File: src/rtl/conv_col_writer.sv
// Write-back stage for the convolution array: buffers output columns in a
// 2-entry FIFO and writes each one to feature-map memory as 256-bit words.
module conv_col_writer #(
    parameter int DATA_WIDTH    = 16,
    parameter int OUT_SIZE      = 24,
    parameter int LANES         = 16,
    parameter int WORDS_PER_COL = 2,
    parameter int COL_OFFSET    = 1,
    parameter int BASE_ADDR     = 0
) (
    input  logic                        clk,
    input  logic                        rst,
    input  logic                        start,
    input  logic                        col_valid,
    input  logic [5:0]                  col_num,
    input  logic [DATA_WIDTH-1:0]       col_data [OUT_SIZE],
    input  logic                        mem_ready,
    output logic                        mem_we,
    output logic [11:0]                 mem_addr,
    output logic [LANES*DATA_WIDTH-1:0] mem_wdata,
    output logic                        busy,
    output logic                        done,
    output logic                        overflow
);

    localparam int IDX_W  = $clog2(OUT_SIZE);
    localparam int HALF_W = (WORDS_PER_COL > 1) ? $clog2(WORDS_PER_COL) : 1;
    localparam int PAD_N  = WORDS_PER_COL * LANES;

    typedef enum logic [1:0] {IDLE, RUN, DONE} state_t;

    state_t                  state_r;
    logic                    rd_ptr_r;
    logic                    wr_ptr_r;
    logic [1:0]              count_r;
    logic [HALF_W-1:0]       half_r;
    logic                    overflow_r;
    logic [DATA_WIDTH-1:0]   fifo_data_r [2][OUT_SIZE];
    logic [IDX_W-1:0]        fifo_idx_r  [2];

    logic [5:0]              col_idx_s;
    logic                    idx_ok_s;
    logic                    in_run_s;
    logic                    fifo_empty_s;
    logic                    fifo_full_s;
    logic                    accept_s;
    logic                    last_half_s;
    logic                    pop_s;
    logic                    final_s;
    logic                    push_s;
    logic                    drop_s;
    logic [DATA_WIDTH-1:0]   head_pad_s [PAD_N];
    logic [LANES*DATA_WIDTH-1:0] word_s;
    logic [11:0]             addr_s;

    // FIFO handshake and column-acceptance decisions for this cycle
    always_comb begin
        col_idx_s    = col_num - 6'(COL_OFFSET);
        idx_ok_s     = col_idx_s < 6'(OUT_SIZE);
        in_run_s     = state_r == RUN;
        fifo_empty_s = count_r == 2'd0;
        fifo_full_s  = count_r == 2'd2;
        accept_s     = in_run_s && !fifo_empty_s && mem_ready;
        last_half_s  = half_r == HALF_W'(WORDS_PER_COL - 1);
        pop_s        = accept_s && last_half_s;
        final_s      = pop_s && (fifo_idx_r[rd_ptr_r] == IDX_W'(OUT_SIZE - 1));
        // A full FIFO still takes a column when the head leaves this cycle
        push_s       = in_run_s && !start && col_valid && idx_ok_s && (!fifo_full_s || pop_s);
        drop_s       = in_run_s && !start && col_valid && !(idx_ok_s && (!fifo_full_s || pop_s));
    end

    // Word assembly: head column zero-padded to whole words, lane select by half
    always_comb begin
        for (int e = 0; e < PAD_N; e++) begin
            head_pad_s[e] = '0;
        end
        for (int e = 0; e < OUT_SIZE; e++) begin
            head_pad_s[e] = fifo_data_r[rd_ptr_r][e];
        end
        word_s = '0;
        for (int j = 0; j < LANES; j++) begin
            for (int h = 0; h < WORDS_PER_COL; h++) begin
                word_s[j*DATA_WIDTH +: DATA_WIDTH] = word_s[j*DATA_WIDTH +: DATA_WIDTH] |
                    ((half_r == HALF_W'(h)) ? head_pad_s[h*LANES+j] : {DATA_WIDTH{1'b0}});
            end
        end
        addr_s = 12'(BASE_ADDR + int'(fifo_idx_r[rd_ptr_r]) * WORDS_PER_COL + int'(half_r));
    end

    // Memory request outputs, parked at reset values when nothing is pending
    always_comb begin
        mem_we = in_run_s && !fifo_empty_s;
        if (mem_we) begin
            mem_wdata = word_s;
            mem_addr  = addr_s;
        end else begin
            mem_wdata = '0;
            mem_addr  = 12'(BASE_ADDR);
        end
    end

    // Control FSM, FIFO pointers, half counter and sticky overflow
    always_ff @(posedge clk) begin
        if (rst) begin
            state_r    <= IDLE;
            rd_ptr_r   <= 1'b0;
            wr_ptr_r   <= 1'b0;
            count_r    <= 2'd0;
            half_r     <= '0;
            overflow_r <= 1'b0;
        end else if (start) begin
            state_r    <= RUN;
            rd_ptr_r   <= 1'b0;
            wr_ptr_r   <= 1'b0;
            count_r    <= 2'd0;
            half_r     <= '0;
            overflow_r <= 1'b0;
        end else begin
            case (state_r)
                IDLE: state_r <= IDLE;
                RUN: begin
                    if (accept_s) begin
                        half_r <= last_half_s ? '0 : half_r + HALF_W'(1);
                    end
                    if (pop_s) begin
                        rd_ptr_r <= ~rd_ptr_r;
                    end
                    if (push_s) begin
                        wr_ptr_r <= ~wr_ptr_r;
                    end
                    count_r <= count_r + {1'b0, push_s} - {1'b0, pop_s};
                    if (drop_s) begin
                        overflow_r <= 1'b1;
                    end
                    if (final_s) begin
                        state_r <= DONE;
                    end
                end
                DONE:    state_r <= IDLE;
                default: state_r <= IDLE;
            endcase
        end
    end

    // Column storage; a slot's contents only matter once it is counted valid
    always_ff @(posedge clk) begin
        if (push_s) begin
            fifo_data_r[wr_ptr_r] <= col_data;
            fifo_idx_r[wr_ptr_r]  <= IDX_W'(col_idx_s);
        end
    end

    assign busy     = state_r == RUN;
    assign done     = state_r == DONE;
    assign overflow = overflow_r;

endmodule
File: config.mk
export PLATFORM = sky130hd
export DESIGN_NAME = conv_col_writer
export DESIGN_NICKNAME = d
export VERILOG_FILES = /design/src/rtl/conv_col_writer.sv
export SDC_FILE = /design/constraint.sdc
export NUM_CORES = 1
export LEC_CHECK = 0
export CELL_PAD_IN_SITES_DETAIL_PLACEMENT = 1
export CELL_PAD_IN_SITES_GLOBAL_PLACEMENT = 2
export CORE_UTILIZATION = 40
export CTS_CLUSTER_DIAMETER = 120
export DETAILED_ROUTE_END_ITERATION = 7
export PLACE_DENSITY_LB_ADDON = 0.1
export SYNTH_ARGS = -nofsm -noshare
export SYNTH_HDL_FRONTEND = slang
export SYNTH_SLANG_ARGS = --single-unit
File: constraint.sdc
create_clock -name clk -period 70.3 [get_ports clk]
set_input_delay 14.06 -clock clk [delete_from_list [all_inputs] [get_ports clk]]
set_output_delay 14.06 -clock clk [all_outputs]
set_load 0.005 [all_outputs]
==> results.py, run 1 <==
metrics = {
    "run_status": {
        "status": "finished, final reports clean",
    },
    "logic_synthesis": {
        "synth.most_common_cell": "edfxtp_1",
        "synthTopCellsByCount": "edfxtp_1 (778), nor2_1 (142), mux2i_1 (135)",
        "seq_area_frac_synth": 0.788,
        "synth_area_leaders": "edfxtp_1 (78%), mux4_2 (9.6%), mux2i_1 (4.5%)",
        "synth_ff_type": "edfxtp_1",
        "ys_seq_elements": 787,
        "yosys_warnings": 0,
        "ys_types": 36,
        "netlist_instances": 1455,
        "synth_top_area_share": 0.782,
        "synth-edff-count": 778,
        "netlist_area_mm2": 0.0299,
        "async_reset_ff_frac": 0,
        "yosys.area.top_type": "edfxtp_1",
        "avgSynthCellArea_um2": 20.5,
    },
    "pwr": {
        "switching_share": 0.197,
        "clkPwrFrac": 0.430,
        "p_leak_nw": 12.5,
        "ir_worst_vdd_uv": 18.0,
        "power_frac_comb": 0.033,
        "pwr-share-seq": 0.537,
        "p_switching_mw": 0.191,
        "p_int_mw": 0.778,
        "power.density_mw_per_mm2": 24.1,
        "power_mw": 0.969,
    },
    "sta": {
        "skew_ps": 18.3,
        "worstMarginPinSlew_ps": 1190,
        "final-setup-viol-count": 0,
        "slew_viol_final": 0,
        "hold_viol": 0,
        "finalSetupTns_ps": 0,
        "max_freq_ghz": 0.0526,
        "rsz0062_at_grt": "no",
        "slew_headroom": 0.204,
        "fin_crit_sh": 0.271,
        "min_period_ps": 19020,
    },
    "critical_path": {
        "regToRegSetupSlack_ps": 64320,
        "critPathMaxStageDelay_ps": 930,
        "critPathKind": "in2reg",
        "cp_top_family": "buffers and inverters",
        "reg2reg_depth": 8,
        "end_kind": "flop",
        "critPathMaxFanout": 75,
        "slowest_stage": "buf_4",
        "r2r-start": "half_r",
        "crit_top_cell": "buf_4",
        "worst-path-stages": 8,
        "worstPathArrival_ps": 19260,
        "endpoint": "fifo_data_r[0][19]",
        "path_cells": "clkdlybuf4s50_1 -> or4_4 -> o21ai_1 -> nand4_2 -> nor2_4 -> buf_4 -> buf_4 -> buf_4",
        "worstPathRequired_ps": 70540,
        "rr_endpoint": "fifo_data_r[0][19]",
        "startpoint_type": "input port",
        "setup.worst_path.start": "col_num[2]",
        "cp.buffers_inverters": 4,
    },
    "placed_design": {
        "port_buffers": 660,
        "place.gp.congestion": 0.791,
        "postPlaceCellArea_mm2": 0.0375,
        "dp.cells": 3015,
        "place.detailed.hpwl_um": 54400,
    },
    "clock_tree": {
        "clk_pin_slew_ps": 60,
        "cts_tree": "done",
        "clock_latency_ps": 630,
        "cts_resized": 0,
        "cts.sinks": 787,
        "cts_max_level": 3,
        "post_cts_buffers": 0,
        "cts_made_buffers": 85,
        "ctsRootBufferMaster": "clkbuf_16",
        "clockBufferDepth": 3,
        "hold_buffers": 0,
    },
    "routing": {
        "drt-pass1-iter-count": 7,
        "route.detailed.drc": 0,
        "wl_met2_um": 41800,
        "avgViaCountPerCell": 5.02,
        "wl_met1_um": 29200,
        "drtAntennaViolNets": 0,
        "dr_wl_met3_um": 7420,
        "finalWirelength_um": 80500,
        "top_layer_used": "met5",
        "drt_iter0_markers": 939,
        "num_vias": 16000,
        "wl_per_cell_um": 25.2,
    },
    "grt": {
        "grtUsageTotal": 0.206,
        "grt_pass1_vias": 17200,
        "grt_pass1_wl_um": 112000,
        "grt-ovfl-total": 0,
        "grt_max_degree": 175,
        "antenna_found_initial": 37,
    },
    "floorplanning": {
        "dieArea_mm2": 0.0758,
        "io_pins": 667,
        "core.rowCount": 99,
        "dieWidth_um": 275,
        "die_height_um": 275,
        "start_util": 0.407,
        "fp.coreArea_mm2": 0.0735,
    },
    "cells_and_area": {
        "final_core_util": 0.547,
        "drive_above_1_share": 0.121,
        "syn2layout_area_growth_pct": 34.4,
        "layoutNonFillerInstCount": 3192,
        "final_nets": 2541,
        "finalInstanceArea_mm2": 0.0402,
    },
    "job": {
        "maxCapViolCount": 0,
    },
    "worst_hold_path": {
        "hold_class": "reg2reg",
    },
}
per-layer routing:
metal,vias to the layer above,GRT usage
met5,-,0
met4,26,0.0717
met3,118,0.0823
met2,490,0.361
met1,8244,0.226
li1,7147,-
cell families after synthesis:
| family | synth area share |
|---|---|
| DFF | 0.788 |
| and+or+nand+nor | 0.0503 |
| muxes | 0.142 |
| buffers and inverters | 0.0141 |
| AOI/OAI and AO/OA | 0.00230 |
| xor gates and xnor gates | 0.00234 |
| adders and majority gates | 0.00126 |
| other | 0.000125 |
sequential cells by signal (all words and copies together) (netlist names), named ones only:
register     flops
fifo_data_r    768
count_r          2
wr_ptr_r         1
state_r          2
fifo_idx_r      10
rd_ptr_r         1
half_r           1
overflow         1
worst min path at each step:
stage	from	endpoint	slack (ps)	cells past startpoint
2_1_floorplan	wr_ptr_r	wr_ptr_r	450	2
3_3_place_gp	overflow	overflow	460	1
3_5_place_dp	overflow	overflow	460	1
4_1_cts	overflow	overflow	470	1
5_1_grt	overflow	overflow	490	1
6_report	overflow	overflow	470	1
power by group through the flow:
stage               Sequential [mW]  Combinational (mW)  Clock (mW)
finish                        0.520              0.0318       0.417
floorplan                     0.532             0.00427           0
detailed placement            0.530              0.0317           0
global route                  0.520              0.0338       0.444
global placement              0.530              0.0304           0
CTS                           0.520              0.0320       0.429
per-stage QoR:
step / hold WS, ps / worst slack (ps)
6_report: 468 / 51280
5_1_grt: 493 / 50990
4_1_cts: 475 / 51190
3_5_place_dp: 461 / 50600
3_3_place_gp: 459 / 50720
2_1_floorplan: 451 / 38050
cell usage in the layout, fill, tap and decap left out, types with 4 or more instances in the layout:
cell type	Yosys	layout
diode_2	0	24
clkbuf_1	25	16
conb_1	1	6
xnor2_1	6	6
nor3_1	8	8
clkdlybuf4s50_1	0	660
buf_4	7	12
clkbuf_16	0	85
bufinv_16	0	4
nor2_1	142	140
nand2_1	7	6
mux2i_1	135	135
and2_1	128	128
edfxtp_1	778	778
dfxtp_1	9	7
mux4_2	128	128
clkinv_1	0	24
clkinv_2	0	15
inv_1	9	8
cell type report:
type                    instances  area, um^2
clock inverters                52         408
diodes                         24        60.1
clock buffers                 101        2190
flip-flops and latches        787       23600
inverters                       9        35.0
fillers                      6642       33300
repair buffers                675        6760
well taps                     959        1200
multi-input cells             585        5960
No activity file was read; power rests on OpenSTA's default activity.
==> run 2, diff against run 1 <==
--- a/config.mk
+++ b/config.mk
@@ -7,7 +7,7 @@
 export LEC_CHECK = 0
 export CELL_PAD_IN_SITES_DETAIL_PLACEMENT = 1
 export CELL_PAD_IN_SITES_GLOBAL_PLACEMENT = 2
-export CORE_UTILIZATION = 40
+export CORE_UTILIZATION = 37
 export CTS_CLUSTER_DIAMETER = 120
 export DETAILED_ROUTE_END_ITERATION = 7
 export PLACE_DENSITY_LB_ADDON = 0.1
==> constraint.sdc (replaced) <==
create_clock -name clk -period 17.5 [get_ports clk]
set_input_delay 3.5 -clock clk [delete_from_list [all_inputs] [get_ports clk]]
set_output_delay 3.5 -clock clk [all_outputs]
set_load 0.005 [all_outputs]
==> run 2 against run 1 <==
  * Die area rose by 8.0%
  * Largest power group unchanged
  * Critical endpoint is now mem_wdata[54]
  * Critical path depth fell by 3
  * Count of clock-buffer cells in the layout rose by 9
  * Design area rose by 0.50%
  * Via count fell by 0.16%
  * Global-route usage fell by 0.82 points
  * Register-to-register slack got worse by 51000 ps
  * Highest routed layer unchanged
==> results.py, run 2 (synthesis gave the netlist of run 1 again) <==
metrics = {
    "run_status": {
        "status": "finished, final reports clean",
    },
    "pwr": {
        "p_leak_nw": 12.6,
        "clkPwrFrac": 0.440,
        "p_int_mw": 3.20,
        "p_switching_mw": 0.756,
        "power_mw": 3.96,
        "pwr-share-seq": 0.528,
        "switching_share": 0.191,
        "power.density_mw_per_mm2": 98.0,
        "ir_worst_vdd_uv": 87.5,
        "power_frac_comb": 0.032,
    },
    "floorplanning": {
        "die_height_um": 286,
        "start_util": 0.376,
        "fp.coreArea_mm2": 0.0794,
        "dieWidth_um": 286,
        "core.rowCount": 103,
        "io_pins": 667,
        "dieArea_mm2": 0.0819,
    },
    "clock_tree": {
        "clk_pin_slew_ps": 60,
        "post_cts_buffers": 0,
        "clock_latency_ps": 630,
        "cts_made_buffers": 84,
        "cts_resized": 0,
        "hold_buffers": 0,
        "cts_tree": "done",
        "cts.sinks": 787,
        "ctsRootBufferMaster": "clkbuf_16",
        "clockBufferDepth": 3,
        "cts_max_level": 3,
    },
    "cells_and_area": {
        "n_fill_cell": 7364,
        "regArea_mm2": 0.0236,
        "syn2layout_area_growth_pct": 35.1,
        "final_common_cell": "edfxtp_1",
        "largest_register_ffs": 768,
        "layout_common_cells": "edfxtp_1 (778), clkdlybuf4s50_1 (660), nor2_1 (140)",
        "regMostFlops": "fifo_data_r",
        "drive_above_1_share": 0.123,
        "multi_input_area_mm2": 0.00596,
        "final_nets": 2547,
        "largestRegisters": "fifo_data_r x768, fifo_idx_r x10",
        "layoutNonFillerInstCount": 3286,
    },
    "placed_design": {
        "place.detailed.hpwl_um": 55400,
        "place.gp.congestion": 0.802,
        "dp.cells": 3113,
        "dp_slack_ps": 9200,
        "port_buffers": 660,
    },
    "sta": {
        "fin_ws_ps": 9460,
        "slew_viol_final": 0,
        "slew_headroom": 0.259,
        "min_period_ps": 8040,
        "fin_crit_sh": 0.459,
        "max_freq_ghz": 0.124,
        "worstMarginPinSlew_ps": 1110,
        "rsz0062_at_grt": "no",
        "skew_ps": 22.4,
        "hold_viol": 0,
        "final-setup-viol-count": 0,
        "whs_ps": 479,
    },
    "critical_path": {
        "critPathMaxFanout": 50,
        "r2r-start": "half_r",
        "reg2reg_depth": 7,
        "critPathKind": "reg2out",
        "end_kind": "output pin",
        "worstPathArrival_ps": 4540,
        "startpoint_type": "flop",
        "worstPathRequired_ps": 14000,
    },
    "grt": {
        "grtUsageTotal": 0.198,
        "antenna_found_initial": 38,
        "grt_max_degree": 79,
        "grt_pass1_vias": 17700,
        "grt_pass1_wl_um": 118000,
        "grt-ovfl-total": 0,
    },
    "routing": {
        "drt_iter0_markers": 826,
        "num_vias": 16000,
        "drtAntennaViolNets": 0,
        "drt-pass1-iter-count": 5,
        "finalWirelength_um": 81800,
        "avgViaCountPerCell": 4.87,
        "route.detailed.drc": 0,
        "wl_per_cell_um": 24.9,
    },
    "job": {
        "maxCapViolCount": 0,
    },
    "worst_hold_path": {
        "hp-start": "overflow",
        "whs_path_depth": 1,
        "hold_class": "reg2reg",
    },
}
run 2: cell count changes in the layout (fill, tap and decap cells not counted):
| cell | previous run | this run |
|---|---|---|
| clkinv_2 | 15 | 11 |
| buf_12 | 3 | 0 |
| clkinv_16 | 1 | 0 |
| buf_4 | 12 | 22 |
| clkinv_1 | 24 | 20 |
| diode_2 | 24 | 18 |
| clkbuf_1 | 16 | 25 |
| bufinv_16 | 4 | 9 |
| clkinvlp_4 | 3 | 1 |
| clkinv_8 | 3 | 2 |
run 2: area by class of cell:
type	instances	share of cell area
flip-flops and latches	787	0.584
repair buffers	682	0.168
multi-input cells	585	0.148
clock buffers	110	0.0550
well taps	1050	0.0326
clock inverters	45	0.0114
diodes	18	0.00112
inverters	9	0.000868
run 2: layer usage:
layer | GRT usage | wire length, um | vias up
met5 | 0 | 280 | -
met4 | 0.0666 | 2210 | 40
met3 | 0.0758 | 7020 | 160
met2 | 0.346 | 42500 | 476
met1 | 0.220 | 29800 | 8179
li1 | - | - | 7145
run 2: power by group through the flow:
stage / combinational (mW) / sequential, mW / clock (mW)
after floorplan: 0.0171 / 2.14 / 0
after global placement: 0.122 / 2.13 / 0
after detailed placement: 0.128 / 2.13 / 0
after CTS: 0.129 / 2.09 / 1.80
after global routing: 0.136 / 2.09 / 1.86
final: 0.127 / 2.09 / 1.74
run 2: worst paths after layout:
kind              slack [ps]                  end
hold / removal           480             overflow
hold reg to reg          480             overflow
setup reg to reg       13050  fifo_data_r[0][301]
setup / recovery        9460        mem_wdata[54]
run 2: per-stage QoR:
| step | instance area (um^2) | util | setup TNS (ps) |
|---|---|---|---|
| 5_1_grt | 40300 | 0.508 | 0 |
| 3_5_place_dp | 37600 | 0.474 | 0 |
| 2_1_floorplan | 29900 | - | -3259930 |
| 4_1_cts | 40300 | 0.508 | 0 |
| 3_3_place_gp | 37600 | 0.474 | 0 |
| 6_report | 40400 | 0.508 | 0 |
run 2: critical path: stages, from the launching register on:
cell,delay [ps]
dfxtp_4,760
buf_4,820
buf_4,900
mux4_2,600
and2_1,170
clkdlybuf4s50_1,510
